### config.mk
export PLATFORM = sky130hd
export DESIGN_NAME = seconds_units
export DESIGN_NICKNAME = d
export VERILOG_FILES = /design/src/rtl/seconds_units.sv
export SDC_FILE = /design/constraint.sdc
export NUM_CORES = 1
export LEC_CHECK = 0
export CORE_MARGIN = 2
export CORE_UTILIZATION = 30
export CTS_BUF_LIST = sky130_fd_sc_hd__clkbuf_8
export DETAILED_ROUTE_END_ITERATION = 10
export DONT_BUFFER_PORTS = 1
export PLACE_DENSITY = 0.53
export SYNTH_ARGS = -nofsm -noshare
export SYNTH_HDL_FRONTEND = slang
export SYNTH_SLANG_ARGS = --single-unit
### constraint.sdc
create_clock -name clk -period 2.58 [get_ports clk]
set_input_delay 0.516 -clock clk [delete_from_list [all_inputs] [get_ports clk]]
set_output_delay 0.516 -clock clk [all_outputs]
set_load 0.005 [all_outputs]
### src/rtl/seconds_units.sv
// ============================================================================
// Module   : seconds_units
// Brief    : Units-of-seconds digit: 1 Hz prescaler, 0..9 BCD counter,
//            active-low 7-seg driver and carry to the tens stage.
//            Optional macro DP_BLINK_EN enables a 50% decimal-point blink.
// Revision : 1.0  initial release
// ============================================================================
`default_nettype none

module seconds_units #(
  parameter int CLK_HZ  = 50_000_000,
  parameter int TICK_HZ = 1
) (
  input  logic       clk,
  input  logic       rst_n,
  input  logic       run,
  input  logic       clr,
  output logic [3:0] digit,
  output logic [6:0] Display,
  output logic       c,
  output logic       carry_pulse,
  output logic       dp
);

  localparam int DIV = CLK_HZ / TICK_HZ;
  localparam int PW  = $clog2(DIV);

  localparam logic [PW-1:0] c_PRESC_MAX = PW'(DIV - 1);
  localparam logic [3:0]    c_DIGIT_MAX = 4'd9;
  localparam logic [6:0]    c_SEG_ZERO  = 7'b1000000;

  function automatic logic [6:0] f_seg(input logic [3:0] d);
    logic [6:0] s;
    case (d)
      4'd0:    s = 7'b1000000;
      4'd1:    s = 7'b1111001;
      4'd2:    s = 7'b0100100;
      4'd3:    s = 7'b0110000;
      4'd4:    s = 7'b0011001;
      4'd5:    s = 7'b0010010;
      4'd6:    s = 7'b0000010;
      4'd7:    s = 7'b1111000;
      4'd8:    s = 7'b0000000;
      4'd9:    s = 7'b0010000;
      default: s = 7'b1111111;
    endcase
    return s;
  endfunction

  logic [PW-1:0] r_presc;
  logic [3:0]    r_digit;
  logic [6:0]    r_seg;
  logic          r_c;
  logic          r_cp;

  logic [PW-1:0] w_presc_nxt;
  logic [3:0]    w_digit_nxt;
  logic          w_tick;
  logic          w_wrap;

  always_comb begin
    w_tick      = run && (r_presc == c_PRESC_MAX);
    w_presc_nxt = r_presc;
    w_digit_nxt = r_digit;
    w_wrap      = 1'b0;
    if (clr) begin
      w_presc_nxt = '0;
      w_digit_nxt = '0;
    end else begin
      if (run) begin
        w_presc_nxt = w_tick ? '0 : r_presc + 1'b1;
      end
      // Out-of-range codes self-recover even while frozen.
      if (r_digit > c_DIGIT_MAX) begin
        w_digit_nxt = '0;
      end else if (w_tick) begin
        if (r_digit == c_DIGIT_MAX) begin
          w_digit_nxt = '0;
          w_wrap      = 1'b1;
        end else begin
          w_digit_nxt = r_digit + 4'd1;
        end
      end
    end
  end

  // Segments and carry derive from the next digit so all three share one edge.
  always_ff @(posedge clk or negedge rst_n) begin
    if (!rst_n) begin
      r_presc <= '0;
      r_digit <= '0;
      r_seg   <= c_SEG_ZERO;
      r_c     <= 1'b0;
      r_cp    <= 1'b0;
    end else begin
      r_presc <= w_presc_nxt;
      r_digit <= w_digit_nxt;
      r_seg   <= f_seg(w_digit_nxt);
      r_c     <= (w_digit_nxt == c_DIGIT_MAX);
      r_cp    <= w_wrap;
    end
  end

  assign digit       = r_digit;
  assign Display     = r_seg;
  assign c           = r_c;
  assign carry_pulse = r_cp;

`ifdef DP_BLINK_EN
  localparam logic [PW-1:0] c_HALF = PW'(DIV / 2);

  logic r_dp;

  always_ff @(posedge clk or negedge rst_n) begin
    if (!rst_n) begin
      r_dp <= 1'b1;
    end else if (clr) begin
      r_dp <= 1'b1;
    end else if (run) begin
      r_dp <= (w_presc_nxt >= c_HALF);
    end
  end

  assign dp = r_dp;
`else
  assign dp = 1'b1;
`endif

endmodule

`default_nettype wire

==> results.md, run 1 <==
* Status: complete, but fails checks
* Failing checks: negative setup slack
* Total I/O pin count at 18
* Cells after Synth at about 230
* Total global-route track usage at 13.8%
* Register-to-Register Path Depth at 12
* Crit-path most repeated cell: nor3_2
* Design area at 0.00263 sq mm
* R2r endpoint: Display[4]
* Cells after DPL at 339
* Peak supply drop at 0.248 mV
* Die height at 89.1 um
* Worst setup margin at -0.00676 ns
* Final Util at 36.8%
* Hpwl dp at between 3 and 4 mm
* Synthesized area per cell at 9.61 sq um
* Number of global-route vias before repair at 1,651
* Final Critical Period at 2.59 ns
* R2r setup slk at -0.007 ns
* Unique masters post-synth at 46
* First-pass GRT wire length at 8.34 mm
* Critical Path Fanout Max at 5
* H-Tree Depth at 2
* Crit path kind: reg2reg
* CP Capture Type: register
* Crit Reg-Reg Startpoint: r_presc[11]
* Measured slew at the worst slew-check pin at 0.544 ns
* Cts bufs inserted at 5
* Reg clk slew, reported paths at around 0.070 ns
* Initial antenna violation count at 0
* Lkg Pwr at about 1.2 nW
* Vias per inst at about 5
* Crit path largest cell delay at 0.40 ns
* Syn nets at 236
* Gr ovfl total at 0
* Die Width at 89.1 um
* Nets at 260
* First drt pass iteration count at 4
* CP bufs+invs at 0
* Sequential share of the synthesized area at ~45%
* DR WL/cell at around 15 um
* Hold Fails Final Rpt at 0
* Worst skew pair latency at 0.29 ns
* CP delay by family, top: simple AND/OR/NAND/NOR gates
* Post-DRT Antenna Nets at 0
* Gp weighted congestion at approximately 0.76
* Power density cells at 397 mW/mm^2
* CTS tree: done
* Worst path required time at 2.74 ns
* Skew final at about 0.0023 ns
* Number of synthesized flops with an enable pin at 0
* Max Buffers Root-to-Sink at 2
* Site Rows at 31
* Worst slew margin at between 60% and 70%
* Fin cells at between 300 and 400
* Fin. max-slew vios at 0
* Dominant synthesized flop cell: dfrtp_1
* Area post-placement at 0.00243 sq mm
* Arrival @ worst endpoint at ~2.8 ns
* Fmax at around 390 MHz
* # diodes at 0
* Setup TNS at -0.00676 ns
* Vias at 1,721
* CP Cell Sequence: or3_4 -> nor4_4 -> and4_4 -> nand2_4 -> xor2_2 -> nor3_2 -> ha_2 -> nor3_2 -> a21oi_2 -> nand2_1 -> nand3_1 -> mux2i_1
* DRC at 0
* Part of the cycle the worst path needs at 100%
* Total Power at 1.04 mW
* Hold slack final at between 0.06 and 0.07 ns
* Seq cells post-synth at 39
* Count of input and output buffers at 0
* Worst slack, placed at -0.182 ns
* Synthesized area at 0.00217 sq mm
* Core Footprint at just over 0.007 sq mm
* Warnings, synthesis at 0
* Die area at 0.00794 sq mm
* Fillcell total at 749
* CP startpoint kind: register
* Endpoints failing setup at 1
* Largest net degree at the start of global routing at 39
* Total wire length at between 5 and 6 mm
* Clock Sinks at 39
* RSZ-0062 raised after global routing: true
* Max-cap violation count at 0
* Clock root buffer: clkbuf_8
* Initial DRC Count at 78
* Share of cells above drive strength 1 at 23.5%
* Post-synth ARST share at 100%
* Initial Utilization at 30.4%
* Worst Hold Class: in2async
* Slowest-stage cell, CP: or3_4
* Area Overhead vs Synth at 20.9%
## state kept, by name (all words and copies together), names as in the netlist
| register | cells |
|---|---|
| carry_pulse | 1 |
| digit | 4 |
| Display | 7 |
| c | 1 |
| r_presc | 26 |
## placed cells by master, fill, tap and decap left out, types with 3 or more instances in the layout
master / synthesis / routed
and3_1: 4 / 4
xnor2_1: 8 / 8
and2_1: 3 / 3
xor2_1: 12 / 11
dfrtp_1: 38 / 38
nand3_1: 12 / 12
clkbuf_8: 0 / 5
ha_1: 6 / 3
and4_1: 5 / 4
buf_4: 1 / 29
a21oi_1: 12 / 10
mux2i_1: 5 / 5
o21ai_0: 7 / 7
nor2_1: 33 / 33
nand4_1: 9 / 9
or3_1: 6 / 5
nand3b_1: 3 / 3
nand2_1: 15 / 14
inv_1: 4 / 6
## where the power goes
group          switching, mW  internal, mW  total (mW)  leakage (nW)
Sequential           0.00299         0.614       0.617         0.540
Combinational         0.0252        0.0110      0.0363         0.574
Clock                  0.209         0.182       0.390        0.0505
## cells in the mapped netlist, types with 2 or more instances
cell	n	area share, %
o21ai_0	7	1.6
inv_1	4	0.69
nor4_1	2	0.58
nand3b_1	3	1.0
nor2_1	33	5.7
and2_1	3	0.86
ha_1	6	3.5
a21oi_1	12	2.8
mux2i_1	5	2.3
dfrtp_1	38	44
xor2_1	12	4.8
nand4_1	9	2.6
nand2b_1	2	0.58
nor3_1	3	0.69
and3_1	4	1.2
and4_1	5	2.0
or3_1	6	1.7
or2_2	2	0.58
xnor2_1	8	3.2
clkbuf_1	7	1.2
nand3_1	12	2.8
nand2_1	15	2.6
buf_2	3	0.69
nor4b_1	2	0.81
a41oi_1	2	0.81
## logic make-up after synthesis
family                     after synthesis  synth area share, %
buffers and inverters                   17                 3.63
adders and majority gates                6                 3.46
and+or+nand+nor                        109                 28.4
AOI/OAI and AO/OA                       28                 7.95
other                                    1                0.173
muxes                                    6                 3.34
xor gates and xnor gates                20                 8.06
DFF                                     39                 45.0
## cell type report
class                           count  area (sq um)  share of cell area, %
Timing Repair Buffer               30           238                   9.05
Multi-Input combinational cell    170          1190                   45.4
Inverter                            4          15.0                  0.572
Clock buffer                        5          68.8                   2.62
Sequential cell                    39           977                   37.2
Tap cell                           99           124                   4.72
Clock inverter                      3          12.5                  0.476
## routing by layer
metal / global-route usage, % / share of wire, % / vias up
met5: 0 / 0 / -
li1: - / - / 834
met1: 19.6 / 49 / 852
met4: 4.07 / 0.86 / 0
met2: 20.5 / 46 / 31
met3: 3.79 / 4.7 / 4
## worst max path at each step
stage / start / cells past startpoint / end / slack [ns]
after detailed placement: r_presc[9] / 12 / Display[4] / -0.18
after global routing: r_presc[11] / 12 / Display[4] / -0.18
after CTS: r_presc[9] / 12 / Display[4] / 0.008
after global placement: r_presc[9] / 12 / Display[4] / -0.12
after floorplan: run / 13 / Display[4] / 0.03
final: r_presc[11] / 12 / Display[4] / -0.007
## what timing repair did
action / CTS / global route
hold buffers: 1 / 0
hold endpoints to repair: 38 / 0
setup endpoints to repair: 3 / 4
pin swaps: 0 / 13
setup buffers: 0 / 2
gates resized for setup: 3 / 14
Note: power is estimated with default switching activity, not from simulation.
==> inputs of run 2 (changes only) <==
--- a/config.mk
+++ b/config.mk
@@ -5,12 +5,15 @@
 export SDC_FILE = /design/constraint.sdc
 export NUM_CORES = 1
 export LEC_CHECK = 0
+export ABC_CLOCK_PERIOD_IN_PS = 2580
+export CELL_PAD_IN_SITES_DETAIL_PLACEMENT = 2
+export CELL_PAD_IN_SITES_GLOBAL_PLACEMENT = 2
 export CORE_MARGIN = 2
 export CORE_UTILIZATION = 30
 export CTS_BUF_LIST = sky130_fd_sc_hd__clkbuf_8
 export DETAILED_ROUTE_END_ITERATION = 10
 export DONT_BUFFER_PORTS = 1
-export PLACE_DENSITY = 0.53
+export PLACE_DENSITY = 0.72
 export SYNTH_ARGS = -nofsm -noshare
 export SYNTH_HDL_FRONTEND = slang
 export SYNTH_SLANG_ARGS = --single-unit
==> results.md, run 2 (synthesized netlist as in run 1, its figures left out) <==
* Switching part of the total power at roughly 26%
* Die height at 89.1 um
* Die area at 0.00794 sq mm
* Internal at 0.820 mW
* DR WL/cell at 18.6 um
* CP Capture Type: register
* Gr ovfl total at 0
* Clock Sinks at 39
* Total Power at 1.11 mW
* First-pass GRT wire length at 10.7 mm
* Skew final at 0.00812 ns
* Area Overhead vs Synth at 22.6%
* Nets at 265
* Max-cap violation count at 0
* Reg with most FFs: r_presc
* Fin. max-slew vios at 0
* Arrival @ worst endpoint at 2.86 ns
* Worst slack, placed at -0.0735 ns
* RSZ-0062 raised after global routing: true
* Final Critical Period at about 2.7 ns
* CTS tree: done
* Hold slack final at between 0.03 and 0.04 ns
* H-Tree Depth at 2
* Final Util at 37.3%
* Hpwl dp at 4.55 mm
* Reg clk slew, reported paths at 0.09 ns
* Count of input and output buffers at 0
* Failing checks: negative setup slack
* Critical Path Fanout Max at 3
* Post-DRT Antenna Nets at 0
* Peak supply drop at 0.220 mV
* Total I/O pin count at 18
* Cts bufs inserted at 5
* Max Buffers Root-to-Sink at 2
* Met3 GRT Util at 3.23%
* Largest net degree at the start of global routing at 39
* DRC at 0
* Die Width at 89.1 um
* Core Footprint at 0.00714 sq mm
* Reg power frac at 55.6%
* Part of the cycle the worst path needs at 104%
* Initial antenna violation count at 0
* Met2 GRT Util at 28.6%
* Clock share of power at 40.7%
* Measured slew at the worst slew-check pin at 0.571 ns
* Initial Utilization at 30.4%
* Status: complete, but fails checks
* Vias at 1,804
* # diodes at 0
* Worst skew pair latency at 0.31 ns
* Endpoints failing setup at 2
* P_sw at 0.287 mW
* GRT busiest layer: met2
* Hold Fails Final Rpt at 0
* Worst Hold Class: in2async
* Number of global-route vias before repair at just under 2,000
* Worst slew margin at 61.6%
* Vias per inst at 5.08
* Clock root buffer: clkbuf_8
* Initial DRC Count at 86
* Commonest cells after routing, fill and taps aside: 38 x dfrtp_1, 34 x buf_4, 33 x nor2_1
* Share of cells above drive strength 1 at between 20% and 30%
* Gp weighted congestion at 0.805
* Power density cells at 416 mW/mm^2
* Worst path required time at 2.76 ns
* Commonest non-fill, non-tap cell in the layout: dfrtp_1
* Site Rows at 31
* Comb pwr share at under 10%
* CP startpoint kind: register
* Crit path kind: reg2reg
* Total wire length at 6.62 mm
* Worst setup margin at -0.100 ns
* First drt pass iteration count at 4
* Number of flip-flops in the largest register at 26
* Met1 usage at around 25%
* Total global-route track usage at 17.8%
* Lkg Pwr at 1.19 nW
* Fmax at about 370 MHz
## run 2: stage by stage
stage,TNS [ns],area (sq um),cells
final,-0.158,2660,355
after CTS,0,2590,352
after global routing,-0.390,2660,355
after global placement,0,2460,342
after detailed placement,-0.0735,2460,342
after floorplan,0,2170,226
## run 2: final cells by class
class / instances / area (sq um)
well taps: 99 / 124
multi-input cells: 170 / 1180
fillers: 807 / 4470
repair buffers: 35 / 275
clock buffers: 5 / 68.8
inverters: 4 / 15.0
clock inverters: 3 / 23.8
flip-flops and latches: 39 / 977
## run 2: final timing paths
kind / startpoint / to / slack (ns) / cells past startpoint
min in group clk: clr / r_presc[0] / 0.26 / 1
worst min-delay path: rst_n / r_presc[7] / 0.03 / 1
max in group asynchronous: rst_n / r_presc[3] / 2.32 / 1
worst min register to register: r_presc[5] / r_presc[5] / 0.55 / 2
worst max register to register: r_presc[11] / Display[4] / -0.10 / 12
worst max-delay path: r_presc[11] / Display[4] / -0.10 / 12
## run 2: what timing repair did
action                                  in CTS  in global routing
endpoints found under the setup margin       2                  3
endpoints found under the hold margin       38                  0
setup buffers                                1                  3
gates resized for setup                      3                 11
pin swaps                                    1                 11
hold buffers                                 1                  0
## run 2: critical path, stage by stage, from the launching register on
cell     delay (ns)
dfrtp_1        0.39
or3_1          0.39
nor4_2         0.25
and4_4         0.31
nand2_4        0.07
xor2_2         0.17
nor3_2         0.25
ha_2           0.26
nor3_2         0.05
a21oi_1        0.18
nand2_1        0.08
nand3_1        0.08
mux2i_1        0.06
## run 2: power groups by stage
stage / logic (mW) / registers [mW] / clock network (mW)
after floorplan: 0.0223 / 0.628 / 0
after global placement: 0.0237 / 0.628 / 0
after detailed placement: 0.0254 / 0.628 / 0
after CTS: 0.0422 / 0.616 / 0.469
after global routing: 0.0475 / 0.616 / 0.480
final: 0.0409 / 0.616 / 0.450
## run 2: per-layer routing
metal / part of all wire (%) / vias to the layer above / wire length [um]
li1: - / 846 / -
met1: 46 / 931 / 3060
met2: 49 / 21 / 3270
met3: 3.1 / 6 / 206
met4: 1.2 / 0 / 79
met5: 0 / - / 0
==> inputs of run 3 (changes only) <==
--- a/config.mk
+++ b/config.mk
@@ -8,12 +8,13 @@
 export ABC_CLOCK_PERIOD_IN_PS = 2580
 export CELL_PAD_IN_SITES_DETAIL_PLACEMENT = 2
 export CELL_PAD_IN_SITES_GLOBAL_PLACEMENT = 2
-export CORE_MARGIN = 2
+export CORE_MARGIN = 4
 export CORE_UTILIZATION = 30
 export CTS_BUF_LIST = sky130_fd_sc_hd__clkbuf_8
 export DETAILED_ROUTE_END_ITERATION = 10
 export DONT_BUFFER_PORTS = 1
 export PLACE_DENSITY = 0.72
+export SLEW_MARGIN = 20
 export SYNTH_ARGS = -nofsm -noshare
 export SYNTH_HDL_FRONTEND = slang
 export SYNTH_SLANG_ARGS = --single-unit
==> results.md, run 3 (synthesized netlist as in run 1, its figures left out) <==
* Status: complete, no violations
* Fmax at 395 MHz
* Commonest non-fill, non-tap cell in the layout: dfrtp_1
* Worst slack, placed at -0.0815 ns
* Critical Path Fanout Max at 4
* Gp weighted congestion at 0.781
* # diodes at 0
* Arrival @ worst endpoint at 2.71 ns
* CP Capture Type: register
* Crit-path most repeated cell: nor3_2
* Crit path largest cell delay at ~0.37 ns
* Reg with most FFs: r_presc
* Final Util at 37.7%
* Site Rows at 30
* Reg clk slew, reported paths at 0.09 ns
* Die area at between 0.008 and 0.009 sq mm
* Internal at 0.807 mW
* Peak supply drop at 0.149 mV
* Area Overhead vs Synth at 19.8%
* Reg power frac at around 58%
* CP startpoint kind: register
* First-pass GRT wire length at 10.7 mm
* Commonest cells after routing, fill and taps aside: 38 x dfrtp_1, 33 x nor2_1, 28 x buf_4
* CP startpoint: r_presc[22]
* Crit path kind: reg2reg
* P_sw at ~0.26 mW
* Number of flip-flops in the largest register at 26
* Crit Reg-Reg Startpoint: r_presc[22]
* Clock Sinks at 39
* Count of input and output buffers at 0
* Measured slew at the worst slew-check pin at just under 0.6 ns
* Power density cells at 410 mW/mm^2
* CP bufs+invs at 1
* Fin. max-slew vios at 0
* DRC at 0
* R2r endpoint: Display[4]
* Hold Fails Final Rpt at 0
* Hpwl dp at 4.44 mm
* Skew final at ~0.0095 ns
* Core Footprint at about 0.0069 sq mm
* Part of the cycle the worst path needs at approximately 98%
* Endpoints failing setup at 0
* Vias at 1,774
* Max-cap violation count at 0
* DR WL/cell at 18.4 um
* Total I/O pin count at 18
* Initial Utilization at about a third
* First drt pass iteration count at 4
* Nets at 259
* Post-DRT Antenna Nets at 0
* Worst slew margin at 60.4%
* Gr ovfl total at 0
* Cts bufs inserted at 5
* Clock root buffer: clkbuf_8
* Share of cells above drive strength 1 at 22.4%
* Number of global-route vias before repair at 1,968
* RSZ-0062 raised after global routing: true
* Fillcell total at approximately 800
* Register-to-Register Path Depth at 13
* CP Cell Sequence: nand4_1 -> nor4b_2 -> buf_4 -> and4_4 -> nand2_4 -> xor2_2 -> nor3_2 -> ha_2 -> nor3_2 -> a21oi_1 -> nand2_1 -> nand3_1 -> mux2i_1
* Initial DRC Count at 62
* Die height at 93.1 um
* H-Tree Depth at 2
* Max Buffers Root-to-Sink at 2
* Worst skew pair latency at around 0.30 ns
* Slowest-stage cell, CP: dfrtp_1
* CTS tree: done
* Vias per inst at 5.13
* Die Width at 93.1 um
* Final Critical Period at around 2.5 ns
* R2r setup slk at 0.05 ns
* Area post-placement at roughly 0.0024 sq mm
* Worst path required time at 2.75 ns
* Total global-route track usage at 15.7%
* Worst setup margin at roughly 0.046 ns
* CP delay by family, top: simple AND/OR/NAND/NOR gates
* Switching part of the total power at 24.4%
* Clock share of power at roughly two fifths
* Comb pwr share at 3.3%
* Hold slack final at 0.0459 ns
* Design area at around 0.0026 sq mm
* Total wire length at 6.35 mm
* Initial antenna violation count at 0
* Lkg Pwr at 1.16 nW
* Worst Hold Class: in2async
* Largest net degree at the start of global routing at 39
[run 3: changes by cell type in the layout (fill, tap and decap cells not counted), sizes merged]
cell and change:
buf -6, clkinvlp -2, clkinv +1, inv +1
[run 3: stage by stage]
stage                     setup TNS (ns)  instances  total power [mW]
final                                  0        346              1.07
after CTS                              0        344              1.08
after global placement                 0        333             0.649
after floorplan                        0        226             0.651
after global routing              -0.189        346              1.12
after detailed placement          -0.103        333             0.650
[run 3: final cells by class]
cell class,instances,area [sq um],share of cell area [%]
clock buffers,5,68.8,2.65
clock inverters,3,12.5,0.481
inverters,4,15.0,0.577
multi-input cells,170,1180,45.3
flip-flops and latches,39,977,37.6
well taps,96,120,4.62
repair buffers,29,230,8.85
[run 3: worst max-delay path by stage]
stage,endpoint,depth (start not counted)
after floorplan,Display[4],13
after global placement,Display[4],11
after detailed placement,Display[4],12
after CTS,Display[4],12
after global routing,Display[4],13
final,Display[4],13
[run 3: metal layers]
layer,routed length [um],global-route usage [%],vias up
met4,76,4.40,0
met3,269,4.18,7
met5,0,0,-
met1,2810,19.7,916
li1,-,-,830
met2,3190,26.5,21
[run 3: power groups by stage]
stage | clock network [mW] | registers, mW | logic, mW
global placement | 0 | 0.629 | 0.0197
detailed placement | 0 | 0.629 | 0.0205
CTS | 0.429 | 0.617 | 0.0375
floorplan | 0 | 0.628 | 0.0223
global route | 0.461 | 0.618 | 0.0415
finish | 0.414 | 0.617 | 0.0352
[run 3: repair_timing]
| item | in CTS | in global routing |
|---|---|---|
| endpoints found under the setup margin | 2 | 5 |
| hold endpoints to repair | 38 | 0 |
| pin swaps | 1 | 12 |
| hold buffers | 1 | 0 |
| setup buffers | 2 | 2 |
| gates cloned | 0 | 0 |
| gates resized for setup | 4 | 10 |
